$ cat src/rtl/memory_writeback_phase_if.sv
`default_nettype none
// ============================================================================
// Module      : memory_writeback_phase_if
// Description : Bundle between the execute phase, data memory read return and
//               the GPR write port of the writeback stage. The master drives
//               ew_*/mem_* and observes wb_*; the slave is the writeback stage.
// Revision    : 1.0 - initial release
// ============================================================================
interface memory_writeback_phase_if #(
  parameter int REG_W      = 64,
  parameter int DATA_W     = 64,
  parameter int REG_ADDR_W = 5,
  parameter int OPCODE_W   = 8
);
  logic [OPCODE_W-1:0]   ew_opcode;
  logic [REG_ADDR_W-1:0] ew_reg_addr_d;
  logic [REG_W-1:0]      ew_d;
  logic [2:0]            ew_ld_offset;
  logic [DATA_W-1:0]     mem_rdata;
  logic                  mem_rvalid;
  logic                  wb_we;
  logic [REG_ADDR_W-1:0] wb_addr;
  logic [REG_W-1:0]      wb_data;
  logic                  wb_stall;
  logic                  wb_misalign;
  logic                  wb_timeout;

  modport master (
    output ew_opcode, ew_reg_addr_d, ew_d, ew_ld_offset, mem_rdata, mem_rvalid,
    input  wb_we, wb_addr, wb_data, wb_stall, wb_misalign, wb_timeout
  );

  modport slave (
    input  ew_opcode, ew_reg_addr_d, ew_d, ew_ld_offset, mem_rdata, mem_rvalid,
    output wb_we, wb_addr, wb_data, wb_stall, wb_misalign, wb_timeout
  );
endinterface
`default_nettype wire

$ cat src/rtl/memory_writeback_phase.sv
`default_nettype none
// ============================================================================
// Module      : memory_writeback_phase
// Description : Final pipeline stage. ALU results are written to the GPR port
//               one cycle after acceptance; loads wait for the memory read
//               return, extract LB/LD/LQ data and stall upstream meanwhile.
//               Opcode map: LB=0x01 LD=0x02 LQ=0x03 SB=0x04 SD=0x05 SQ=0x06,
//               J* = 0x10..0x1F (JR=0x1E, JCX=0x1F), CMP=0x20 CMPI=0x21,
//               0x00 = bubble, everything else is an ALU write.
//               Optional load watchdog: define WB_LOAD_TIMEOUT_EN.
// Revision    : 1.0 - initial release
// ============================================================================
module memory_writeback_phase #(
  parameter int REG_W       = 64,
  parameter int DATA_W      = 64,
  parameter int REG_ADDR_W  = 5,
  parameter int OPCODE_W    = 8,
  parameter int TIMEOUT_CYC = 255
) (
  input  logic                    clk,
  input  logic                    rst,
  memory_writeback_phase_if.slave bus
);

  localparam logic [OPCODE_W-1:0] c_micro_lb   = OPCODE_W'(8'h01);
  localparam logic [OPCODE_W-1:0] c_micro_ld   = OPCODE_W'(8'h02);
  localparam logic [OPCODE_W-1:0] c_micro_lq   = OPCODE_W'(8'h03);
  localparam logic [OPCODE_W-1:0] c_micro_sb   = OPCODE_W'(8'h04);
  localparam logic [OPCODE_W-1:0] c_micro_sd   = OPCODE_W'(8'h05);
  localparam logic [OPCODE_W-1:0] c_micro_sq   = OPCODE_W'(8'h06);
  localparam logic [OPCODE_W-1:0] c_micro_cmp  = OPCODE_W'(8'h20);
  localparam logic [OPCODE_W-1:0] c_micro_cmpi = OPCODE_W'(8'h21);
  localparam logic [OPCODE_W-1:0] c_micro_jmsk = OPCODE_W'(8'hF0);
  localparam logic [OPCODE_W-1:0] c_micro_jcls = OPCODE_W'(8'h10);

  if (TIMEOUT_CYC < 1) begin : g_bad_timeout
    $error("TIMEOUT_CYC must be at least 1");
  end

  typedef enum logic [0:0] {ST_IDLE = 1'b0, ST_LOAD_WAIT = 1'b1} state_t;

  state_t                r_state, w_state_nxt;
  logic [OPCODE_W-1:0]   r_ld_op;
  logic [REG_ADDR_W-1:0] r_ld_addr;
  logic [2:0]            r_ld_off;
  // An ALU op accepted on the same edge a load completes is parked here
  logic                  r_pend_vld, w_pend_vld_nxt;
  logic [REG_ADDR_W-1:0] r_pend_addr, w_pend_addr_nxt;
  logic [REG_W-1:0]      r_pend_data, w_pend_data_nxt;
  logic                  r_wb_we, w_we_nxt;
  logic [REG_ADDR_W-1:0] r_wb_addr, w_addr_nxt;
  logic [REG_W-1:0]      r_wb_data, w_data_nxt;
  logic                  r_wb_misalign, w_mis_nxt;
  logic                  w_capture;
  logic                  w_is_load, w_is_nowrite, w_rdone;
  logic [DATA_W-1:0]     w_lb_shift;
  logic [REG_W-1:0]      w_ld_data;
  logic                  w_ld_mis;

  // Opcode classification of the operation currently presented by execute
  always_comb begin
    w_is_load    = (bus.ew_opcode == c_micro_lb) || (bus.ew_opcode == c_micro_ld) ||
                   (bus.ew_opcode == c_micro_lq);
    w_is_nowrite = (bus.ew_opcode == '0) || (bus.ew_opcode == c_micro_sb) ||
                   (bus.ew_opcode == c_micro_sd) || (bus.ew_opcode == c_micro_sq) ||
                   ((bus.ew_opcode & c_micro_jmsk) == c_micro_jcls) ||
                   (bus.ew_opcode == c_micro_cmp) || (bus.ew_opcode == c_micro_cmpi);
  end

  // Load data extraction and alignment check from the latched load context
  always_comb begin
    w_lb_shift = bus.mem_rdata >> {r_ld_off, 3'b000};
    w_ld_data  = REG_W'(bus.mem_rdata);
    w_ld_mis   = 1'b0;
    if (r_ld_op == c_micro_lb) begin
      w_ld_data = REG_W'(w_lb_shift[7:0]);
    end else if (r_ld_op == c_micro_ld) begin
      w_ld_data = r_ld_off[2] ? REG_W'(bus.mem_rdata[32 +: 32]) : REG_W'(bus.mem_rdata[0 +: 32]);
      w_ld_mis  = (r_ld_off[1:0] != 2'b00);
    end else begin
      w_ld_mis  = (r_ld_off != 3'd0);
    end
  end

  assign w_rdone = (r_state == ST_LOAD_WAIT) && bus.mem_rvalid;

`ifdef WB_LOAD_TIMEOUT_EN
  localparam int c_cnt_w = $clog2(TIMEOUT_CYC + 1);
  localparam logic [c_cnt_w-1:0] c_cnt_last = c_cnt_w'(TIMEOUT_CYC - 1);
  logic [c_cnt_w-1:0] r_to_cnt;
  logic               r_wb_timeout, w_to_nxt;

  assign w_to_nxt = (r_state == ST_LOAD_WAIT) && !bus.mem_rvalid && (r_to_cnt == c_cnt_last);

  // Watchdog: counts stalled LOAD_WAIT cycles, restarts on each load capture
  always_ff @(posedge clk or posedge rst) begin
    if (rst) begin
      r_to_cnt     <= '0;
      r_wb_timeout <= 1'b0;
    end else begin
      r_wb_timeout <= w_to_nxt;
      if (w_capture) begin
        r_to_cnt <= '0;
      end else if ((r_state == ST_LOAD_WAIT) && !bus.mem_rvalid) begin
        r_to_cnt <= r_to_cnt + 1'b1;
      end
    end
  end

  assign bus.wb_timeout = r_wb_timeout;
`else
  assign bus.wb_timeout = 1'b0;
`endif

  // Next state and next write-port values
  always_comb begin
    w_state_nxt     = r_state;
    w_we_nxt        = 1'b0;
    w_addr_nxt      = r_wb_addr;
    w_data_nxt      = r_wb_data;
    w_mis_nxt       = 1'b0;
    w_pend_vld_nxt  = r_pend_vld;
    w_pend_addr_nxt = r_pend_addr;
    w_pend_data_nxt = r_pend_data;
    w_capture       = 1'b0;

    if (w_rdone) begin
      w_we_nxt    = 1'b1;
      w_addr_nxt  = r_ld_addr;
      w_data_nxt  = w_ld_data;
      w_mis_nxt   = w_ld_mis;
      w_state_nxt = ST_IDLE;
    end else if ((r_state == ST_IDLE) && r_pend_vld) begin
      w_we_nxt       = 1'b1;
      w_addr_nxt     = r_pend_addr;
      w_data_nxt     = r_pend_data;
      w_pend_vld_nxt = 1'b0;
    end

    // The stage accepts ew_* whenever it is not stalling upstream
    if ((r_state == ST_IDLE) || w_rdone) begin
      if (w_is_load) begin
        w_capture   = 1'b1;
        w_state_nxt = ST_LOAD_WAIT;
      end else if (!w_is_nowrite) begin
        if (w_we_nxt) begin
          w_pend_vld_nxt  = 1'b1;
          w_pend_addr_nxt = bus.ew_reg_addr_d;
          w_pend_data_nxt = bus.ew_d;
        end else begin
          w_we_nxt   = 1'b1;
          w_addr_nxt = bus.ew_reg_addr_d;
          w_data_nxt = bus.ew_d;
        end
      end
    end

`ifdef WB_LOAD_TIMEOUT_EN
    if (w_to_nxt) begin
      w_state_nxt = ST_IDLE;
    end
`endif
  end

  // FSM state register
  always_ff @(posedge clk or posedge rst) begin
    if (rst) begin
      r_state <= ST_IDLE;
    end else begin
      r_state <= w_state_nxt;
    end
  end

  // Write port, parked ALU write and latched load context
  always_ff @(posedge clk or posedge rst) begin
    if (rst) begin
      r_wb_we       <= 1'b0;
      r_wb_addr     <= '0;
      r_wb_data     <= '0;
      r_wb_misalign <= 1'b0;
      r_pend_vld    <= 1'b0;
      r_pend_addr   <= '0;
      r_pend_data   <= '0;
      r_ld_op       <= '0;
      r_ld_addr     <= '0;
      r_ld_off      <= '0;
    end else begin
      r_wb_we       <= w_we_nxt;
      r_wb_addr     <= w_addr_nxt;
      r_wb_data     <= w_data_nxt;
      r_wb_misalign <= w_mis_nxt;
      r_pend_vld    <= w_pend_vld_nxt;
      r_pend_addr   <= w_pend_addr_nxt;
      r_pend_data   <= w_pend_data_nxt;
      if (w_capture) begin
        r_ld_op   <= bus.ew_opcode;
        r_ld_addr <= bus.ew_reg_addr_d;
        r_ld_off  <= bus.ew_ld_offset;
      end
    end
  end

  assign bus.wb_we       = r_wb_we;
  assign bus.wb_addr     = r_wb_addr;
  assign bus.wb_data     = r_wb_data;
  assign bus.wb_misalign = r_wb_misalign;
  assign bus.wb_stall    = (r_state == ST_LOAD_WAIT) && !bus.mem_rvalid && !rst;

endmodule
`default_nettype wire
$ cat src/flat_wrapper.sv
// flat-port wrapper written by rule: the top's interface ports become plain ports
module memory_writeback_phase_flat 
#(
  parameter int REG_W       = 64,
  parameter int DATA_W      = 64,
  parameter int REG_ADDR_W  = 5,
  parameter int OPCODE_W    = 8,
  parameter int TIMEOUT_CYC = 255
)
  (clk, rst, bus_ew_opcode, bus_ew_reg_addr_d, bus_ew_d, bus_ew_ld_offset, bus_mem_rdata, bus_mem_rvalid, bus_wb_we, bus_wb_addr, bus_wb_data, bus_wb_stall, bus_wb_misalign, bus_wb_timeout);
  memory_writeback_phase_if #(.REG_W(REG_W), .DATA_W(DATA_W), .REG_ADDR_W(REG_ADDR_W), .OPCODE_W(OPCODE_W)) bus_i ();
  input  logic clk;
  input  logic rst;
  input wire logic [$bits(bus_i.ew_opcode)-1:0] bus_ew_opcode;
  input wire logic [$bits(bus_i.ew_reg_addr_d)-1:0] bus_ew_reg_addr_d;
  input wire logic [$bits(bus_i.ew_d)-1:0] bus_ew_d;
  input wire logic [$bits(bus_i.ew_ld_offset)-1:0] bus_ew_ld_offset;
  input wire logic [$bits(bus_i.mem_rdata)-1:0] bus_mem_rdata;
  input wire logic [$bits(bus_i.mem_rvalid)-1:0] bus_mem_rvalid;
  output wire logic [$bits(bus_i.wb_we)-1:0] bus_wb_we;
  output wire logic [$bits(bus_i.wb_addr)-1:0] bus_wb_addr;
  output wire logic [$bits(bus_i.wb_data)-1:0] bus_wb_data;
  output wire logic [$bits(bus_i.wb_stall)-1:0] bus_wb_stall;
  output wire logic [$bits(bus_i.wb_misalign)-1:0] bus_wb_misalign;
  output wire logic [$bits(bus_i.wb_timeout)-1:0] bus_wb_timeout;
  assign bus_i.ew_opcode = bus_ew_opcode;
  assign bus_i.ew_reg_addr_d = bus_ew_reg_addr_d;
  assign bus_i.ew_d = bus_ew_d;
  assign bus_i.ew_ld_offset = bus_ew_ld_offset;
  assign bus_i.mem_rdata = bus_mem_rdata;
  assign bus_i.mem_rvalid = bus_mem_rvalid;
  assign bus_wb_we = bus_i.wb_we;
  assign bus_wb_addr = bus_i.wb_addr;
  assign bus_wb_data = bus_i.wb_data;
  assign bus_wb_stall = bus_i.wb_stall;
  assign bus_wb_misalign = bus_i.wb_misalign;
  assign bus_wb_timeout = bus_i.wb_timeout;
  memory_writeback_phase #(.REG_W(REG_W), .DATA_W(DATA_W), .REG_ADDR_W(REG_ADDR_W), .OPCODE_W(OPCODE_W), .TIMEOUT_CYC(TIMEOUT_CYC)) u_core (.clk(clk), .rst(rst), .bus(bus_i));
endmodule
$ cat config.mk
export PLATFORM = sky130hd
export DESIGN_NAME = memory_writeback_phase_flat
export DESIGN_NICKNAME = d
export VERILOG_FILES = /design/src/rtl/memory_writeback_phase_if.sv /design/src/rtl/memory_writeback_phase.sv /design/src/flat_wrapper.sv
export SDC_FILE = /design/constraint.sdc
export NUM_CORES = 1
export LEC_CHECK = 0
export BUFFER_PORTS_ARGS = -buffer_cell sky130_fd_sc_hd__buf_4
export CORE_ASPECT_RATIO = 0.9
export CORE_MARGIN = 3
export CORE_UTILIZATION = 48
export DETAILED_ROUTE_END_ITERATION = 8
export MAX_ROUTING_LAYER = met4
export PLACE_DENSITY = 0.73
export SETUP_SLACK_MARGIN = 0.05
export SLEW_MARGIN = 20
export SYNTH_ARGS = -nofsm -noshare
export SYNTH_HDL_FRONTEND = slang
export SYNTH_SLANG_ARGS = --single-unit
$ cat constraint.sdc
create_clock -name clk -period 4.7 [get_ports clk]
set_clock_uncertainty 0.1 [all_clocks]
set_input_delay 0 -clock clk [delete_from_list [all_inputs] [get_ports clk]]
set_output_delay 0 -clock clk [all_outputs]
set_load 0.01 [all_outputs]
==> impl_summary.md <==
Synth
In the synthesized netlist the dominant register cell turns out to be sky130_fd_sc_hd__dfrtp_1. The number of warning messages in the yosys log is 0. In the synthesized netlist, the number of instances is about 700. The post-synthesis async set-or-reset flop share is 100%. The average footprint of a synthesized cell is 11.2 um2. After synthesis the cells add up to 8030 um2.

The sequential share of the synthesized area is 49.2%. Counting flops and latches in the post-synthesis netlist gives 158. The distinct cell type count of the synthesized netlist is 39. The number of enable-type register cells in the synthesized netlist is 0.

When the netlist entered floorplanning its net count stood at 867.

Detailed routing
For this run, design rule violations remaining after detail routing come to 0. After detailed routing, the total wire length is 27600 um. Using the TritonRoute via totals, the vias-per-cell ratio works out to around 6.

The number of antenna-violating nets in the routed design is 0. The number of design-rule violations left by the first detailed-router iteration is ~790. The first TritonRoute pass finished after 8 iterations. The detailed-route via count is 7599. Dividing the detail-routed wire length by the instance count gives approximately 21 um.

Place
The wire-length estimate of the detail-placed layout is 17300 um. The congestion estimate from routability-driven global placement came to roughly 0.83. During placement, the flow inserted port buffers numbering approximately 220.

Floorplanning
The row count is 44. The floorplan step defined a die boundary enclosing roughly 18000 um2. The vertical die dimension is between 100 and 150 um. From left edge to right edge, the die measures 142 um. The initial cell density of the core is between 40% and 50%. The core box area is between 15000 and 20000 um2. The total I/O pin count is 220.

GRT
For this run the aggregate overflow at the end of global routing stands at 0. Global routing used a little under a third of the available tracks. The number of antenna violations at the first check in global routing is 1. The maximum number of pins on one net before global-route repair is ~110. The first global-routing pass estimated around 43000 um of wire.

The via count of the first global-routing pass is approximately 7.8k.

STA
The measured slew at the worst slew-check pin is ~1.1 ns. The count of endpoints failing hold in the final timing report came to 0. Static timing analysis puts the maximum clock frequency at 319 MHz. Summed over all failing endpoints, the final setup total negative slack is 0 ns. Measured against its own limit, the worst slew margin works out to approximately 29%.

For the finished layout, the period the worst path requires is between 3 and 4 ns. Setup repair after global routing left no endpoint under its margin. The final number of max-transition violations is 0.

The final critical path takes up about two thirds of the cycle. Setup violations remaining at the end of the flow were counted as 0.

Power and ir drop
The worst IR drop on VDD is roughly 0.28 mV. Dividing total power by cell area gives a power density of 412 nW/um2. The static leakage power is between 5 and 6 nW.

Setup path
The critical path capture point is u_core.bus.wb_data[2]. The worst register-to-register path has a setup slack of 1.57 ns. In this run the critical register-to-register path is launched from u_core.r_pend_vld. The setup path with the least slack is of type reg2reg. The signal arrival time at the worst endpoint is 3.34 ns. The startpoint of the worst setup timing path is u_core.r_pend_vld. The required arrival time at the worst endpoint is between 4 and 5 ns. The worst setup path is launched from a flop.

The sort of element at the end of the critical path is a flop. The depth of the most critical reg-to-reg path is 5. The worst register-to-register path ends at u_core.bus.wb_data[2]. The biggest fanout along the worst timing path is 98.

CTS
The later pin in the worst-skew pair is clocked with a latency of around 0.43 ns. Clock tree synthesis found a total of ~160 sinks. In this run, CTS created clock tree buffers numbering 17. The post-cts gate resize count is 0. The root buffer cell is sky130_fd_sc_hd__clkbuf_16. The number of buffers on the longest clock path is 2.

The depth of the CTS H-tree is 4. Clock-pin slew was measured on the worst setup and hold paths at roughly 0.060 ns. TritonCTS built the clock tree.

Final layout
After filler insertion, the fill cell instance count of the layout stands at roughly 1.0k. The final core utilization is between 70% and 80%. The leading cell type in the layout, fill and taps excluded is sky130_fd_sc_hd__buf_4. The layout-stage area growth over the synthesis result is 50.1%. In the layout the commonest cells are sky130_fd_sc_hd__buf_4 (228), sky130_fd_sc_hd__dlygate4sd3_1 (167), sky130_fd_sc_hd__dfrtp_1 (157), sky130_fd_sc_hd__nand2_1 (89), sky130_fd_sc_hd__mux2_1 (84).

The layout cell share with drive strength beyond 1 is about a quarter. The final net count is 1220.

Run status
The flow ran to the end, and the final reports show no timing, DRC or antenna violations.

Worst hold path
The path category of the worst min-delay check is in2reg.

Run
The max-capacitance violation count is 0.
[flip-flops by register name (all words and copies together) (netlist names)]
signal,cells
u_core.r_state,1
u_core.bus.wb_we,1
u_core.r_pend_data,64
u_core.bus.wb_addr,5
u_core.r_ld_addr,5
u_core.r_ld_op,8
u_core.bus.wb_misalign,1
u_core.bus.wb_data,64
u_core.r_pend_vld,1
u_core.r_ld_off,3
u_core.r_pend_addr,5
[cell usage after synthesis, types with 2 or more instances]
library cell / instances / area share, %
sky130_fd_sc_hd__dfrtp_1: 158 / 49
sky130_fd_sc_hd__nand2_1: 89 / 4.2
sky130_fd_sc_hd__mux2_1: 84 / 12
sky130_fd_sc_hd__a21oi_1: 78 / 4.9
sky130_fd_sc_hd__nor2_1: 51 / 2.4
sky130_fd_sc_hd__mux2i_1: 44 / 5.5
sky130_fd_sc_hd__buf_2: 33 / 2.1
sky130_fd_sc_hd__o211ai_1: 33 / 3.1
sky130_fd_sc_hd__a222oi_1: 32 / 4.0
sky130_fd_sc_hd__o22a_1: 30 / 3.3
sky130_fd_sc_hd__clkbuf_1: 21 / 0.98
sky130_fd_sc_hd__mux4_2: 16 / 4.5
sky130_fd_sc_hd__nor2b_1: 12 / 0.93
sky130_fd_sc_hd__buf_1: 4 / 0.19
sky130_fd_sc_hd__o21ai_0: 4 / 0.25
sky130_fd_sc_hd__and2_1: 3 / 0.23
sky130_fd_sc_hd__buf_4: 3 / 0.28
sky130_fd_sc_hd__nor2_2: 2 / 0.16
sky130_fd_sc_hd__nor3_1: 2 / 0.12
sky130_fd_sc_hd__o32a_1: 2 / 0.25
[per-stage QoR]
step                      area, um2  power (W)  cells  setup WS [ns]  hold slack [ns]
after detailed placement       9780    0.00342   1094           1.94            0.121
after global placement         9780    0.00338   1094           1.98            0.118
after floorplan                8030    0.00288    720          0.337          -0.0525
after global routing          12100    0.00521   1293           1.44           0.0847
final                         12100    0.00497   1293           1.57           0.0530
after CTS                     12100    0.00495   1292           1.61           0.0345
[layer usage]
| metal | GRT usage (%) | vias to the layer above | share of wire [%] | wire [um] |
|---|---|---|---|---|
| met2 | 48.8 | 393 | 48 | 13300 |
| met5 | - | - | 0 | 0 |
| met4 | 13.0 | 0 | 3.9 | 1070 |
| met1 | 40.8 | 3719 | 40 | 11100 |
| li1 | - | 3403 | - | - |
| met3 | 6.65 | 84 | 7.6 | 2110 |
[worst min path at each step]
stage,start,endpoint,slack (ns),depth (start not counted)
after floorplan,rst,bus_wb_stall,-0.05,1
after global placement,bus_ew_ld_offset[1],u_core.r_ld_off[1],0.12,2
after detailed placement,bus_ew_ld_offset[1],u_core.r_ld_off[1],0.12,2
after CTS,bus_ew_opcode[6],u_core.bus.wb_we,0.03,4
after global routing,bus_ew_opcode[6],u_core.bus.wb_we,0.08,4
final,bus_ew_opcode[6],u_core.bus.wb_we,0.05,4
[worst max-delay path: stages (launching register included)]
cell and delay [ns]:
sky130_fd_sc_hd__dfrtp_2 0.35, sky130_fd_sc_hd__buf_4 0.51, sky130_fd_sc_hd__a211o_4 0.85, sky130_fd_sc_hd__o211ai_1 0.21, sky130_fd_sc_hd__o32a_1 0.39, sky130_fd_sc_hd__dlygate4sd3_1 0.56
[logic make-up (layout without fill, tap and decap cells)]
logic type	count (synthesis)	after routing	share of synthesized area [%]
compound gates	185	185	16.3
simple gates	168	168	8.96
flops	158	158	49.2
mux	144	144	21.7
buf+inv	63	428	3.61
other cells	1	2	0.0467
xor+xnor	1	1	0.109
[where the power goes]
part	internal [W]	switching (W)	leakage [nW]	total, W
clock network	0.000891	0.000541	0.295	0.00143
registers	0.00180	0.000297	1.87	0.00210
logic	0.000795	0.000648	3.09	0.00144
[what timing repair did]
item | CTS | global route
buffers inserted | 0 | 0
endpoints found under the hold margin | 259 | 0
hold buffers | 167 | 0
[layout make-up]
class | instances | area, um2 | share of cell area, %
clock inverters | 5 | 104 | 0.861
well taps | 207 | 259 | 2.15
multi-input cells | 499 | 3820 | 31.7
diodes | 1 | 2.50 | 0.0208
repair buffers | 396 | 3400 | 28.2
inverters | 1 | 11.3 | 0.0934
flip-flops and latches | 158 | 3960 | 32.8
clock buffers | 26 | 499 | 4.14
(Power assumes the default switching activity.)
